==> config.mk <==
export PLATFORM = sky130hd
export DESIGN_NAME = mandel_frame_sequencer
export DESIGN_NICKNAME = d
export VERILOG_FILES = /design/src/rtl/mandel_frame_sequencer.sv
export SDC_FILE = /design/constraint.sdc
export NUM_CORES = 1
export LEC_CHECK = 0
export CAP_MARGIN = 20
export CELL_PAD_IN_SITES_DETAIL_PLACEMENT = 1
export CELL_PAD_IN_SITES_GLOBAL_PLACEMENT = 1
export CORE_UTILIZATION = 45
export CTS_BUF_LIST = sky130_fd_sc_hd__clkbuf_16
export CTS_CLUSTER_SIZE = 10
export DETAILED_ROUTE_END_ITERATION = 16
export PLACE_DENSITY = 0.83
export SYNTH_ARGS = -nofsm -noshare
export SYNTH_HDL_FRONTEND = slang
export SYNTH_SLANG_ARGS = --single-unit
==> constraint.sdc <==
create_clock -name clk -period 5.4 [get_ports clk]
set_clock_uncertainty 0.15 [all_clocks]
set_input_delay 1.35 -clock clk [delete_from_list [all_inputs] [get_ports clk]]
set_output_delay 1.35 -clock clk [all_outputs]
set_load 0.02 [all_outputs]
==> src/rtl/mandel_frame_sequencer.sv <==
// mandel_frame_sequencer
//   Takes the HPS PIO parameter words, waits for them to stop changing, then
//   walks every pixel of the frame in raster order and hands each pixel's
//   screen and fixed-point complex coordinate to the iterator cores over a
//   valid/ready handshake. Completed pixels are counted and the frame-done
//   flag (plus optional render cycle count) is reported back to the HPS.
//
// Ports
//   clk, reset_n                     clock, async active-low reset
//   cr_initial, ci_initial           complex coordinate of pixel (0,0)
//   step_r, step_i                   per-x real / per-y imaginary increment
//   max_iterations                   iteration cap, forwarded per pixel
//   pix_valid/pix_ready              pixel descriptor handshake
//   pix_x, pix_y, pix_cr, pix_ci     pixel descriptor
//   pix_max_iter                     iteration cap latched at frame start
//   done_valid                       one pulse per finished pixel
//   reset_mandel                     bit 0: 1-cycle core restart pulse
//   finish_render                    bit 31: frame done, 30:0: cycle count
//
// Build option
//   MANDEL_CYCLE_COUNT_EN: when defined, finish_render[30:0] carries a
//   saturating count of EMIT+DRAIN cycles; otherwise those bits read 0.
module mandel_frame_sequencer #(
  parameter int H_PIXELS      = 640,
  parameter int V_PIXELS      = 480,
  parameter int COORD_W       = 27,
  parameter int SETTLE_CYCLES = 1024
) (
  input  logic               clk,
  input  logic               reset_n,
  input  logic [31:0]        cr_initial,
  input  logic [31:0]        ci_initial,
  input  logic [31:0]        step_r,
  input  logic [31:0]        step_i,
  input  logic [31:0]        max_iterations,
  output logic               pix_valid,
  input  logic               pix_ready,
  output logic [9:0]         pix_x,
  output logic [8:0]         pix_y,
  output logic [COORD_W-1:0] pix_cr,
  output logic [COORD_W-1:0] pix_ci,
  output logic [31:0]        pix_max_iter,
  input  logic               done_valid,
  output logic [31:0]        reset_mandel,
  output logic [31:0]        finish_render
);

  typedef enum logic [2:0] {S_SETTLE, S_START, S_EMIT, S_DRAIN, S_DONE} state_t;

  localparam logic [9:0]  X_LAST      = 10'(H_PIXELS - 1);
  localparam logic [8:0]  Y_LAST      = 9'(V_PIXELS - 1);
  localparam logic [18:0] TOTAL       = 19'(H_PIXELS * V_PIXELS);
  localparam logic [31:0] SETTLE_LAST = 32'(SETTLE_CYCLES - 1);

  state_t             state;
  logic               init_q;     // forces a "change" on the first cycle after reset
  logic [31:0]        sh_cr, sh_ci, sh_sr, sh_si, sh_mi;
  logic [31:0]        settle_cnt;
  logic [COORD_W-1:0] cr0, step_r_q, step_i_q;
  logic [18:0]        done_cnt;
  logic               done_flag;
  logic               rst_pulse;

  logic               param_chg;
  logic               done_en;
  logic [18:0]        done_cnt_nxt;

  // Full 32-bit compare: upper PIO bits are ignored for arithmetic but a
  // write to them still restarts the frame.
  assign param_chg = init_q ||
                     (cr_initial     != sh_cr) || (ci_initial != sh_ci) ||
                     (step_r         != sh_sr) || (step_i     != sh_si) ||
                     (max_iterations != sh_mi);

  assign done_en      = done_valid && (state == S_EMIT || state == S_DRAIN);
  assign done_cnt_nxt = (done_en && done_cnt < TOTAL) ? done_cnt + 19'd1 : done_cnt;

  assign reset_mandel = {31'd0, rst_pulse};

  always_ff @(posedge clk or negedge reset_n) begin
    if (!reset_n) begin
      state        <= S_SETTLE;
      init_q       <= 1'b1;
      sh_cr        <= '0;
      sh_ci        <= '0;
      sh_sr        <= '0;
      sh_si        <= '0;
      sh_mi        <= '0;
      settle_cnt   <= '0;
      cr0          <= '0;
      step_r_q     <= '0;
      step_i_q     <= '0;
      done_cnt     <= '0;
      done_flag    <= 1'b0;
      rst_pulse    <= 1'b0;
      pix_valid    <= 1'b0;
      pix_x        <= '0;
      pix_y        <= '0;
      pix_cr       <= '0;
      pix_ci       <= '0;
      pix_max_iter <= '0;
    end else begin
      init_q    <= 1'b0;
      rst_pulse <= 1'b0;
      if (param_chg) begin
        // Abort whatever is in flight; pix_valid drops regardless of ready.
        sh_cr      <= cr_initial;
        sh_ci      <= ci_initial;
        sh_sr      <= step_r;
        sh_si      <= step_i;
        sh_mi      <= max_iterations;
        settle_cnt <= '0;
        pix_valid  <= 1'b0;
        done_flag  <= 1'b0;
        state      <= S_SETTLE;
      end else begin
        case (state)
          S_SETTLE: begin
            if (settle_cnt == SETTLE_LAST) begin
              rst_pulse <= 1'b1;        // high for the START cycle only
              done_flag <= 1'b0;
              state     <= S_START;
            end else begin
              settle_cnt <= settle_cnt + 32'd1;
            end
          end
          S_START: begin
            cr0          <= sh_cr[COORD_W-1:0];
            step_r_q     <= sh_sr[COORD_W-1:0];
            step_i_q     <= sh_si[COORD_W-1:0];
            pix_max_iter <= sh_mi;
            pix_x        <= '0;
            pix_y        <= '0;
            pix_cr       <= sh_cr[COORD_W-1:0];
            pix_ci       <= sh_ci[COORD_W-1:0];
            done_cnt     <= '0;
            pix_valid    <= 1'b1;
            state        <= S_EMIT;
          end
          S_EMIT: begin
            done_cnt <= done_cnt_nxt;
            if (pix_ready) begin
              if (pix_x != X_LAST) begin
                pix_x  <= pix_x + 10'd1;
                pix_cr <= pix_cr + step_r_q;
              end else if (pix_y != Y_LAST) begin
                pix_x  <= '0;
                pix_cr <= cr0;
                pix_y  <= pix_y + 9'd1;
                pix_ci <= pix_ci + step_i_q;
              end else begin
                // Last pixel taken: coordinates stay on (H-1,V-1).
                pix_valid <= 1'b0;
                state     <= S_DRAIN;
              end
            end
          end
          S_DRAIN: begin
            done_cnt <= done_cnt_nxt;
            if (done_cnt_nxt == TOTAL) begin
              done_flag <= 1'b1;
              state     <= S_DONE;
            end
          end
          S_DONE:  ;
          default: state <= S_SETTLE;
        endcase
      end
    end
  end

`ifdef MANDEL_CYCLE_COUNT_EN
  logic [30:0] cyc_cnt;

  // Counts EMIT and DRAIN cycles; stops by itself once the FSM sits in DONE.
  always_ff @(posedge clk or negedge reset_n) begin
    if (!reset_n)
      cyc_cnt <= '0;
    else if (state == S_START)
      cyc_cnt <= '0;
    else if ((state == S_EMIT || state == S_DRAIN) && cyc_cnt != '1)
      cyc_cnt <= cyc_cnt + 31'd1;
  end

  assign finish_render = {done_flag, cyc_cnt};
`else
  assign finish_render = {done_flag, 31'd0};
`endif

endmodule

---- Yosys cells after proc, flatten, opt, wreduce, memory -nomap -nowiden ----
Index checks and enable logic that the tools add are counted.
storage, ports and cells
  register bits after elaboration ......... 404
  output and inout bits ................... 170
operators by class
  add/subtract/negate cells ............... 6
  magnitude comparators ................... 1
  equality and inequality tests ........... 24
  multiplexer cells ....................... 40
  bitwise operators ....................... 1
  reduce and logical (&&, ||, !) cells .... 23
operators by type and width
  cell                     count
  $mux W27                 6
  $ne A32 B32 Y1           5
  $pmux W27 S2             2
  $mux W32                 3
  $add A27 B27 Y27         2
  $pmux W19 S2             1
  $add A32 B1 Y32 const B  1
  $eq A32 B10 Y1 const B   1
  $mux W10                 3
  $mux W9                  3
  $pmux W10 S2             1
  $add A19 B1 Y19 const B  1
  $eq A19 B19 Y1 const B   1
  $lt A19 B19 Y1 const B   1
  $mux W19                 1
  $mux W3                  6
  $pmux W9 S2              1
  $pmux W3 S5              1
  $ne A3 B3 Y1 const B     4
  $add A10 B1 Y10 const B  1
  $mux W1                  10
  $ne A10 B10 Y1 const B   1
  $add A9 B1 Y9 const B    1
  $ne A9 B9 Y1 const B     1
  20 further kinds         37

---- Longest topological paths before layout ----
  depth after elaboration ................. 9
  gate-level depth with buffers ........... 13
  gate-level depth less buffers ........... 12

---- Least setup slack after synthesis ----
Ideal clock, no wire load.
  path kind ............................... in2reg
  start ................................... in max_iterations[31]
  end ..................................... reg cr0[25]
  setup time .............................. 128 ps
  data arrival time ....................... 3997 ps
  path slack .............................. 1126 ps
  cell stages on the path ................. 10
  buffers on the path ..................... 2
  cell sequence ........................... nor2b_1 a2111oi_0 nand4_1 or4_1 nor4_4 nand3_4 nor2_2 buf_4 buf_2 mux2_1
between the ends
  cells in the longest elaborated chain, start to end .. 4
RTL lines
  item                                line  RTL
  start, declared                     35    input logic [31:0] max_iterations,
  $ne A32 B32 Y1                      73    (max_iterations != sh_mi);
  $logic_or A1 B1 Y1                  72    (step_r != sh_sr) || (step_i != sh_si) ||
  $not A1 Y1 (no source line)         -
  $reduce_and A2 Y1 (no source line)  -
  end signal, assigned                128   cr0 <= sh_cr[COORD_W-1:0];
  end, declared                       59    logic [COORD_W-1:0] cr0, step_r_q, step_i_q;
Every way passes these cells.
A chain may end at the register's enable or synchronous reset.

---- Final worst setup path ----
  start ................................... in step_r[10]
  end ..................................... reg pix_max_iter[24]
between the ends
  cells in the longest elaborated chain, start to end .. 6
RTL lines
  item                                line  RTL
  start, declared                     33    input logic [31:0] step_r,
  $ne A32 B32 Y1                      72
  $logic_or A1 B1 Y1                  71    (cr_initial != sh_cr) || (ci_initial != sh_ci) ||
  $logic_or A1 B1 Y1 (2 in series)    72
  $not A1 Y1 (no source line)         -
  $reduce_and A2 Y1 (no source line)  -
  end signal, assigned                131   pix_max_iter <= sh_mi;
  end, declared                       42    output logic [31:0] pix_max_iter,
Every way passes these cells.

==> impl_metrics.env <==
export IMPL_status="finished clean"
export IMPL_critPathArrivalTime_ns=5.33
export IMPL_synthDominantCellAreaShare_pct=48.04
export IMPL_overflow=0
export IMPL_synthCells=2104
export IMPL_drive_above_1_share_pct=6.708
export IMPL_critPathKind="in2reg"
export IMPL_hold_depth=1
export IMPL_start_util_pct=45.96
export IMPL_yosysUniqueCellTypes=78
export IMPL_syn_area_sq_mm=0.02099
export IMPL_dr_first_iter_drc_count=1095
export IMPL_yosysSeqAreaShare_pct=48.17
export IMPL_placed_area_sq_mm=0.02383
export IMPL_antenna_found_initial=9
export IMPL_syn_area_per_cell_sq_um=9.976
export IMPL_cts_max_path_buffers=3
export IMPL_setup_viol=0
export IMPL_globalplace_congestion=0.9392
export IMPL_holdWs_ns=0.3377
export IMPL_die_x_um=218.0
export IMPL_finalSetupTns_ns=0
export IMPL_area_growth_pct=19.96
export IMPL_dp_hpwl_um=53970
export IMPL_grt_max_degree=111
export IMPL_p_leak_uw=0.01132
export IMPL_nets=2466
export IMPL_grt_pass1_wl_um=110200
export IMPL_drc=0
export IMPL_vias=16650
export IMPL_coreArea_sq_mm=0.04567
export IMPL_post_cts_buffers=0
export IMPL_numPortBuffers=271
export IMPL_clk_latency_ns=0.61
export IMPL_fin_crit_sh_pct=92.43
export IMPL_hold_viol=0
export IMPL_wl_um=72010
export IMPL_cts_root_buf="clkbuf_16"
export IMPL_endpoint_kind="flip-flop"
export IMPL_final_max_slew_viol_count=0
export IMPL_cts_hold_buf=0
export IMPL_ios=334
export IMPL_ys_ff_latch=404
export IMPL_maxCapViolations=0
export IMPL_async_flop_share_pct=100.0
export IMPL_required_ns=5.74
export IMPL_worst_slew_pin_slew_ns=1.024
export IMPL_stdcell_count=2872
export IMPL_cts_tree="yes"
export IMPL_ys_top_cells_by_area="dfrtp_1, mux2_1, clkbuf_1"
export IMPL_grt_use_total_pct=30.66
export IMPL_r2r_cells=11
export IMPL_viasPerCell=5.798
export IMPL_hp_class="reg2reg"
export IMPL_postLayoutCellArea_sq_mm=0.02518
export IMPL_synth_edff_count=0
export IMPL_peakVddDrop_uv=249.1
export IMPL_ys_dominant_reg_cell="dfrtp_1"
export IMPL_synth_largest_area_cell="dfrtp_1"
export IMPL_die_area_sq_mm=0.04751
export IMPL_max_freq_ghz=0.2004
export IMPL_slew_headroom_pct=29.99
export IMPL_cts_resized=0
export IMPL_preCtsSetupSlack_ns=-0.03072
export IMPL_clk_pin_slew_worst_paths_ns=0.06
export IMPL_grt_setup_unrepaired="false"
export IMPL_htreeDepth=2
export IMPL_rows=78
export IMPL_fill_cells=4938
export IMPL_die_height_um=218.0
export IMPL_firstDrtPassIters=5
export IMPL_min_period_ns=4.991
export IMPL_clock_sinks=404
export IMPL_grt_pass1_vias=17940
export IMPL_drtAntennaViolNets=0
export IMPL_wire_per_inst_um=25.07
export IMPL_ys_warnings_count=0
export IMPL_place_inst=2794
export IMPL_start_kind="input pin"
export IMPL_cts_buffers_inserted=47
export IMPL_worstPathMaxFanout=24
export IMPL_power_density_mw_per_mm2=258.2
export IMPL_setup_slack_ns=0.4090
[final cells by class]
cell class / instances / area [sq um] / area share, %
Antenna cell: 6 / 15.01 / 0.05963
Clock buffer: 48 / 1201 / 4.770
Clock inverter: 23 / 128.9 / 0.5118
Inverter: 80 / 300.3 / 1.193
Multi-Input combinational cell: 1389 / 9449 / 37.53
Sequential cell: 404 / 10110 / 40.16
Tap cell: 600 / 750.7 / 2.982
Timing Repair Buffer: 322 / 3223 / 12.80
[cell usage in the layout, fill, tap and decap left out, types with 33 or more instances in the layout]
cell type        Yosys  layout
nor2b_1             66      66
dfrtp_1            403     403
conb_1               1      63
nand4_1             41      41
xor2_1              85      85
xnor2_1             71      71
buf_4               73      40
o21ai_0            109     109
nand3_1             53      53
nor2_1             110     109
clkbuf_16            0      48
ha_1                56      56
a21oi_1             79      79
clkdlybuf4s50_1      0     270
inv_1               79      95
mux2_1              82      82
nand2_1            146     145
mux2_2              33      33
[synthesized netlist by cell type, drive strengths merged (4+ instances only)]
library cell  count
and2             11
a21oi            79
a21boi            4
o21bai            8
nor2            111
inv              79
o21a              8
nor3             31
a2111oi          15
a2111o           11
nand2b           30
dfrtp           403
a31oi            11
nand2           147
o211ai           15
nor2b            66
a211oi           14
nand4            42
and3             16
buf              81
and4              5
a22o             16
nand3            54
mux2i            17
clkbuf          212
o2111ai           9
or3              14
o31ai            17
o22ai            19
nor3b             4
o21ai           111
ha               56
nor4             33
xnor2            71
a21o             27
xor2             85
mux2            115
o221ai            4
o2bb2ai           5
[where the power goes]
part | switching, uW | total [uW] | internal (uW) | leakage, uW
Sequential | 67.4 | 3160 | 3090 | 0.00525
Clock | 1300 | 2880 | 1590 | 0.000706
Combinational | 269 | 458 | 189 | 0.00537
[worst paths after layout]
path | start | end | slack (ns)
min reg2reg | cr0[11] | cr0[11] | 0.34
max reg2reg | sh_sr[10] | pix_max_iter[24] | 1.12
min in group asynchronous | reset_n | pix_y[5] | 0.68
min | cr0[11] | cr0[11] | 0.34
max in group asynchronous | reset_n | step_r_q[21] | 3.23
max | step_r[10] | pix_max_iter[24] | 0.41
[critical path, stage by stage]
cell and delay [ns]:
clkdlybuf4s50_1 0.52, nor2b_1 0.06, a2111oi_0 0.89, nand4_1 0.26, or4_1 0.57, nor4_4 0.37, buf_4 0.27, nand3_4 0.10
nor2_4 0.15, buf_12 0.18, buf_12 0.20, mux2_2 0.38
[stage by stage]
stage | util, % | total power [uW]
after floorplan | - | 3392
after global placement | 52.17 | 3641
after detailed placement | 52.17 | 3658
after CTS | 55.08 | 6547
after global routing | 55.11 | 6690
final | 55.13 | 6501
[kinds of logic (layout without fill, tap and decap cells)]
| logic type | count (synthesis) | after routing | synth area share, % |
|---|---|---|---|
| and+or+nand+nor | 577 | 577 | 14.06 |
| DFF | 404 | 404 | 48.17 |
| AOI/OAI and AO/OA | 403 | 403 | 12.72 |
| buffers and inverters | 373 | 473 | 8.017 |
| xor gates and xnor gates | 156 | 156 | 6.509 |
| muxes | 132 | 132 | 6.980 |
| adders and majority gates | 58 | 58 | 3.529 |
| other | 1 | 69 | 0.01787 |
[state kept, by name (all words and copies together), names as in the netlist, 19 cells and up]
register	cells
done_cnt	19
step_r_q	27
sh_si	32
pix_max_iter	32
pix_ci	27
sh_ci	32
settle_cnt	32
cr0	27
step_i_q	27
sh_mi	32
sh_sr	32
pix_cr	27
sh_cr	32
[metal layers]
metal | routed length, um | GRT usage [%] | share of wire (%)
met5 | 65 | 0 | 0.090
met4 | 3335 | 14.59 | 4.6
met3 | 4616 | 6.109 | 6.4
met2 | 35060 | 51.28 | 49
met1 | 28940 | 37.90 | 40
Power figures use the tool's default switching activity.
